--- src/rtl/fifo_rr_writer_arb.sv ---
// Round-robin arbiter that shares one FIFO write port between N requesters.
// Each granted burst is tagged with the source ID so the consumer can demultiplex it.
module fifo_rr_writer_arb #(
    parameter  int N         = 4,
    parameter  int WIDTH     = 32,
    parameter  int MAX_BURST = 8,
    localparam int IDW       = $clog2(N)
) (
    input  logic                 clk,
    input  logic                 rst,
    input  logic [N-1:0]         i_req_valid,
    input  logic [N*WIDTH-1:0]   i_req_data,
    input  logic [N-1:0]         i_req_last,
    output logic [N-1:0]         o_req_ready,
    output logic                 o_fifo_enq,
    output logic [WIDTH+IDW-1:0] o_fifo_din,
    input  logic                 i_fifo_full,
    output logic [IDW-1:0]       o_grant_id,
    output logic                 o_busy
);

    localparam int CW = $clog2(MAX_BURST + 1);

    typedef enum logic [0:0] {
        ST_IDLE = 1'b0,
        ST_LOCK = 1'b1
    } state_t;

    state_t           r_state;
    state_t           w_state_nxt;
    logic [IDW-1:0]   r_rr_ptr;
    logic [IDW-1:0]   w_rr_nxt;
    logic [IDW-1:0]   r_grant_id;
    logic [IDW-1:0]   w_grant_nxt;
    logic [CW-1:0]    r_burst_cnt;
    logic [CW-1:0]    w_burst_nxt;

    logic             w_g_valid;
    logic             w_g_last;
    logic [WIDTH-1:0] w_g_data;
    logic [IDW-1:0]   w_cand;
    logic [IDW-1:0]   w_pick;
    logic [IDW-1:0]   w_rr_inc;
    logic             w_xfer;

    // Select the granted requester's valid/last/data.
    always_comb begin
        w_g_valid = 1'b0;
        w_g_last  = 1'b0;
        w_g_data  = {WIDTH{1'b0}};
        for (int i = 0; i < N; i++) begin
            w_g_valid = (r_grant_id == IDW'(i)) ? i_req_valid[i] : w_g_valid;
            w_g_last  = (r_grant_id == IDW'(i)) ? i_req_last[i]  : w_g_last;
            w_g_data  = (r_grant_id == IDW'(i)) ? i_req_data[i*WIDTH +: WIDTH] : w_g_data;
        end
    end

    // Rotating priority search; walking from the far end lets the nearest candidate win.
    always_comb begin
        w_cand = {IDW{1'b0}};
        w_pick = {IDW{1'b0}};
        for (int k = N - 1; k >= 0; k--) begin
            w_cand = IDW'((int'(r_rr_ptr) + k) % N);
            w_pick = i_req_valid[w_cand] ? w_cand : w_pick;
        end
        w_rr_inc = (r_grant_id == IDW'(N - 1)) ? {IDW{1'b0}} : IDW'(r_grant_id + 1'b1);
    end

    // Next-state logic: grant in IDLE, stream and release in LOCK.
    always_comb begin
        w_state_nxt = r_state;
        w_rr_nxt    = r_rr_ptr;
        w_grant_nxt = r_grant_id;
        w_burst_nxt = r_burst_cnt;
        w_xfer      = 1'b0;
        case (r_state)
            ST_IDLE: begin
                if (|i_req_valid) begin
                    w_state_nxt = ST_LOCK;
                    w_grant_nxt = w_pick;
                    w_burst_nxt = {CW{1'b0}};
                end else begin
                    w_state_nxt = ST_IDLE;
                end
            end
            ST_LOCK: begin
                w_xfer = w_g_valid & ~i_fifo_full;
                if (!w_g_valid ||
                    (w_xfer && (w_g_last || r_burst_cnt == CW'(MAX_BURST - 1)))) begin
                    w_state_nxt = ST_IDLE;
                    w_rr_nxt    = w_rr_inc;
                    w_burst_nxt = {CW{1'b0}};
                end else if (w_xfer) begin
                    w_burst_nxt = CW'(r_burst_cnt + 1'b1);
                end else begin
                    // FIFO stall: grant and burst count are frozen, no timeout.
                    w_burst_nxt = r_burst_cnt;
                end
            end
            default: begin
                w_state_nxt = ST_IDLE;
            end
        endcase
    end

    // State registers with synchronous reset.
    always_ff @(posedge clk) begin
        if (rst) begin
            r_state     <= ST_IDLE;
            r_rr_ptr    <= {IDW{1'b0}};
            r_grant_id  <= {IDW{1'b0}};
            r_burst_cnt <= {CW{1'b0}};
        end else begin
            r_state     <= w_state_nxt;
            r_rr_ptr    <= w_rr_nxt;
            r_grant_id  <= w_grant_nxt;
            r_burst_cnt <= w_burst_nxt;
        end
    end

    // Output drive; everything is held at zero while reset is asserted.
    always_comb begin
        o_req_ready = {N{1'b0}};
        o_fifo_enq  = 1'b0;
        o_fifo_din  = {(WIDTH + IDW){1'b0}};
        o_grant_id  = {IDW{1'b0}};
        o_busy      = 1'b0;
        if (rst) begin
            o_busy = 1'b0;
        end else begin
            o_grant_id = r_grant_id;
            o_busy     = (r_state == ST_LOCK);
            o_fifo_enq = w_xfer;
            if ((r_state == ST_LOCK) && !i_fifo_full) begin
                o_req_ready = {{(N - 1){1'b0}}, 1'b1} << r_grant_id;
            end else begin
                o_req_ready = {N{1'b0}};
            end
            if (w_xfer) begin
                o_fifo_din = {r_grant_id, w_g_data};
            end else begin
                o_fifo_din = {(WIDTH + IDW){1'b0}};
            end
        end
    end

endmodule

--- config.mk ---
export PLATFORM = sky130hd
export DESIGN_NAME = fifo_rr_writer_arb
export DESIGN_NICKNAME = d
export VERILOG_FILES = /design/src/rtl/fifo_rr_writer_arb.sv
export SDC_FILE = /design/constraint.sdc
export NUM_CORES = 1
export LEC_CHECK = 0
export ABC_AREA = 1
export CELL_PAD_IN_SITES_DETAIL_PLACEMENT = 1
export CELL_PAD_IN_SITES_GLOBAL_PLACEMENT = 1
export CORE_MARGIN = 2
export CORE_UTILIZATION = 20
export CTS_CLUSTER_SIZE = 10
export DETAILED_ROUTE_END_ITERATION = 7
export HOLD_SLACK_MARGIN = 0.08
export PLACE_DENSITY_LB_ADDON = 0.15
export SETUP_SLACK_MARGIN = 0.02
export SYNTH_ARGS = -nofsm -noshare
export SYNTH_HDL_FRONTEND = slang
export SYNTH_SLANG_ARGS = --single-unit
--- constraint.sdc ---
create_clock -name clk -period 4.3 [get_ports clk]
set_input_delay 0.645 -clock clk [delete_from_list [all_inputs] [get_ports clk]]
set_output_delay 0.645 -clock clk [all_outputs]
set_load 0.01 [all_outputs]
## Word-level counts from Yosys, hierarchy flattened

Cells that the tools add are included.

- Bits of input ports: 139
- Register bits after elaboration: 9
- Output and inout port bits: 42
- Logic and storage cells: 74

- Order comparisons: 4
- Reductions and logical operators: 11
- Muxes and demuxes: 40
- Eq/ne operators: 6
- Bitwise gates (word level): 3
- $add $sub $neg: 5
- Shift operators: 1

Operators with widths:

| operator | count |
|---|---|
| $mux 32 | 4 |
| $mux 34 | 2 |
| $mux 4 | 5 |
| $mux 1 | 17 |
| $lt 2x3->1 const B | 4 |
| $mux 2 | 6 |
| $bmux 1 s2 | 4 |
| $pmux 4 s2 | 1 |
| $reduce_and 2->1 | 3 |
| $add 2x1->2 const B | 2 |
| $add 2x2->2 const B | 2 |
| $add 4x1->4 const B | 1 |
| $eq 2x2->1 const B | 2 |
| $eq 4x3->1 const B | 1 |
| $reduce_or 4->1 | 1 |
| $shl 1x2->4 const A | 1 |
| $ne 3x1->1 const B | 1 |
| $eq 2x1->1 const B | 1 |
| $logic_and 1x1->1 | 2 |
| $logic_not 1->1 | 2 |
| $logic_not 2->1 | 1 |
| $logic_or 1x1->1 | 2 |
| $ne 2x2->1 const B | 1 |
| $not 1->1 | 2 |
| 2 further kinds | 2 |

## Logic depth before layout (Yosys ltp)

- Word-level depth: 10
- Mapped depth: 14
- Depth with buffers taken out: 13

## Least setup slack after synthesis

No wires, ideal clock.

- Kind: register to output
- From: register r_grant_id[1]
- To: output o_fifo_din[2]
- Arrival: 1.583 ns
- Stages on the path, launching flop included: 14
- Data required time: 3.655 ns
- Setup slack: 2.072 ns
- Cells stage by stage: dfxtp_1 inv_1 ha_1 buf_6 inv_6 nand3_1 nand2_1 nand2_1 nand2_2 nand2_2 nor2_4 nand2_4 buf_6 nor2_1

- Cells in the longest elaborated chain, start to end: 9
- Elaborated cells on any way between the ends: 16
- Classes of those cells: eq/ne: 3; mux: 11; bitwise: 1; reduce/logical: 1

Ends and longest elaborated chain:

| what | line | source |
|---|---|---|
| from (decl) | 33 | `logic [IDW-1:0] r_grant_id;` |
| from (signal assigned) | 111 | `r_grant_id <= {IDW{1'b0}};` |
| from (signal assigned) | 116 | `r_grant_id <= w_grant_nxt;` |
| $logic_not 2->1 | 52, 54 |  |
| $mux 1 (4 in series) | 52 | `w_g_valid = (r_grant_id == IDW'(i)) ? i_req_valid[i] : w_g_valid;` |
| $and 1x1->1 | 87 | `w_xfer = w_g_valid & ~i_fifo_full;` |
| $mux 1 | 76 | `case (r_state)` |
| $mux 34 * | 139 | `if (w_xfer) begin` |
| $mux 34 * | 128 | `if (rst) begin` |
| to (decl) | 16 | `output logic [WIDTH+IDW-1:0] o_fifo_din,` |

Every way passes the cells marked *; elsewhere a longest branch is shown, timed or not.

## Worst setup path in the final report

- From: register r_grant_id[0]
- To: output o_fifo_din[9]

The elaborated chain is that of the path after synthesis.

==> results.md <==
- Fill count: ~1300
- Worst clock skew: about 0.00038 ns
- Slew Limit Fails: 0
- I/O Buffers: 180
- Vias in the first global route: 3115
- Die outline area: between 10000 and 15000 sq um
- CTS buffer count: 3
- Synthesized instance count: about 360
- Synth async-reset ratio: 0%
- Leakage: between 1.5 and 2 nW
- Vias per Instance: around 4.8
- CP peak stage delay: between 0.7 and 0.8 ns
- Die Wd: 103 um
- Cell area after synthesis: between 1500 and 2000 sq um
- Io pins: 181
- Post-synth EDFFs: 0
- Largest net degree at the start of global routing: 56
- Synth area leaders: nand3_1 (19%), nand2_1 (17%), a21oi_1 (11%), dfxtp_1 (9.2%), o211ai_1 (8.0%)
- Seq/Total Area, Yosys: a little over 9%
- Core ar.: around 9600 sq um
- Area growth, synth to finish: 96.7%
- Most common cell on crit path: a21oi_1
- Syn_nets: ~510
- Storage element area: around 180 sq um
- Avg Cell Area, Syn: about 5.4 sq um
- Clock Path Buffers: 2
- Final Hold Fails: 0
- Critical path launch point type: flip-flop
- First-pass GRT wire length: about 17 mm
- Synth top cells by count: nand2_1 (88), nand3_1 (73), a21oi_1 (45)
- Met1 global-route usage: about 26%
- DRC: 0
- Initial Util: roughly 20%
- Post-CTS Hold Buffers: 0
- CTS tree: done
- Aggregate global-route resource usage: around 20%
- Setup TNS Final: 0 ns
- Die H: slightly above 100 um
- Fmax: between 200 and 300 MHz
- Postcts setup bufs: 0
- Yosys warns: 0
- GR peak layer: met2
- Hold WC Path Type: reg2reg
- M2 GR Usage: about a third
- Clk pin slew, worst setup/hold paths: ~0.050 ns
- Maximum VDD drop: between 0.2 and 0.25 mV
- Tmin final: roughly 3.8 ns
- Critical path capture point type: output port
- Worst Path Arrival: approximately 3.1 ns
- Post-synthesis register bit count: 9
- Area of the multi-input gates: 1550 sq um
- Antenna Diode Count: 0
- Most frequent cell after synthesis: nand2_1
- Final WL: 11.2 mm
- Overflow after GRT: 0
- CTS Sinks: 9
- HPWL after DPL: ~8.6 mm
- Routability cong.: around 0.85
- Kind of critical path: reg2out
- First drt pass iteration count: 4
- Root Buffer: clkbuf_8
- Worst Hold Slack: 0.543 ns
- Share of Yosys cell area claimed by the top area cell type: between 15 and 20%
- Final Setup Violations: 0
- Worst skew pair latency: 0.24 ns
- CP Max Fanout: between 50 and 60
- Dominant cell type by area after synthesis: nand3_1
- Library cells used by synthesis: 24
- Total number of vias: approximately 3100
- Critical path required time: roughly 3.7 ns
- Critical path's slowest cell: inv_2
- CTS resizes: 0
- Max Cap Viol: 0
- Antenna-violating nets left: 0
- Routed WL per cell: between 15 and 20 um
- RSZ-0062 raised after global routing: no
- Initial DRC Count: 85
- Number of H-tree levels: 1
- Share of cells above drive strength 1: under 10%
- Power per cell area: 478 nW/um^2
- M3 GR Usage: about 4.1%
- CP cell instances: inv_1 -> ha_1 -> inv_2 -> o21ai_0 -> a21oi_1 -> a21oi_1 -> nor2_1 -> clkdlybuf4s50_1
- Cell Rows: 36
- Measured slew at the worst slew-check pin: 0.911 ns
- Relative slew slack: between 30% and 40%
- Outcome: finished, final reports clean
- # nets final: roughly 670
- Initial antenna violation count: 0
- Post-place setup slack: roughly 0.7 ns
- Setup WS post-layout: 0.542 ns
- Tcrit/Tclk final: between 80 and 90%
- Ys flop type: dfxtp_1
## report_power, final
group	internal [W]	switching, W	total (W)	leakage, nW
clock network	0.0000649	0.0000363	0.000101	0.0228
logic	0.000620	0.000968	0.00159	1.41
registers	0.000114	0.0000444	0.000158	0.0737
total	0.000799	0.00105	0.00185	1.51
## final timing paths
kind / startpoint / end / slack (ns) / depth (start not counted)
max reg2reg: r_grant_id[0] / r_burst_cnt[2] / 1.57 / 12
min reg2reg: r_burst_cnt[3] / r_burst_cnt[3] / 0.54 / 4
min: r_burst_cnt[3] / r_burst_cnt[3] / 0.54 / 4
max: r_grant_id[0] / o_fifo_din[9] / 0.54 / 8
## critical path: cells and delay by family, from the launching register on
family	cells	cell delay [ns]
simple gates	1	0.12
fa+ha+maj	1	0.45
buf+inv	3	1.44
compound gates	3	0.50
flops	1	0.36
## metal layers
| layer | wire length, um | share of wire, % | vias up |
|---|---|---|---|
| met1 | 4910 | 44 | 1458 |
| met3 | 758 | 6.8 | 14 |
| li1 | - | - | 1559 |
| met4 | 209 | 1.9 | 0 |
| met2 | 5330 | 48 | 106 |
| met5 | 0 | 0 | - |
## layout make-up
cell class	count	share of cell area, %
timing repair buffer	184	47.4
multi-input combinational	303	40.1
sequential	9	4.66
tap	133	4.31
inverter	23	2.36
clock buffer	4	1.17
## cell families (layout without fill, tap and decap cells)
| group | Yosys count | count (layout) | synth area share (%) |
|---|---|---|---|
| and+or+nand+nor | 200 | 200 | 44.6 |
| adders and majority gates | 5 | 5 | 3.18 |
| buffers and inverters | 52 | 211 | 12.0 |
| AOI/OAI and AO/OA | 96 | 96 | 30.2 |
| xor gates and xnor gates | 2 | 2 | 0.892 |
| DFF | 9 | 9 | 9.17 |
## sequential cells by signal, indices dropped and copies added, names as in the netlist
signal	count
r_burst_cnt	4
r_grant_id	2
r_rr_ptr	2
r_state	1
## per-stage QoR
step / std cells / util, % / instance area, sq um / power (W)
finish: 656 / 40.1 / 3860 / 0.00185
global route: 656 / 40.1 / 3860 / 0.00209
CTS: 656 / 40.1 / 3860 / 0.00187
detailed placement: 652 / 39.6 / 3820 / 0.00176
global placement: 652 / 39.6 / 3820 / 0.00173
floorplan: 364 / - / 1960 / 0.00126
## cells in the final DEF, fill, tap and decap left out
master,netlist,final
a21oi_2,16,16
dfxtp_1,9,9
nand2_1,88,88
nand4_1,2,2
a21oi_1,45,45
nor2_1,30,30
nand3b_1,1,1
buf_4,0,4
clkbuf_8,0,3
inv_6,1,1
nor2_4,1,1
o211ai_1,21,21
nand2_4,1,1
nand2_2,3,3
o21ai_0,14,14
inv_2,2,2
or2_2,1,1
xor2_1,1,1
ha_1,5,5
clkdlybuf4s50_1,0,180
nand3_1,73,73
clkbuf_1,20,1
xnor2_1,1,1
inv_1,20,20
No activity file was read; power rests on OpenSTA's default activity.
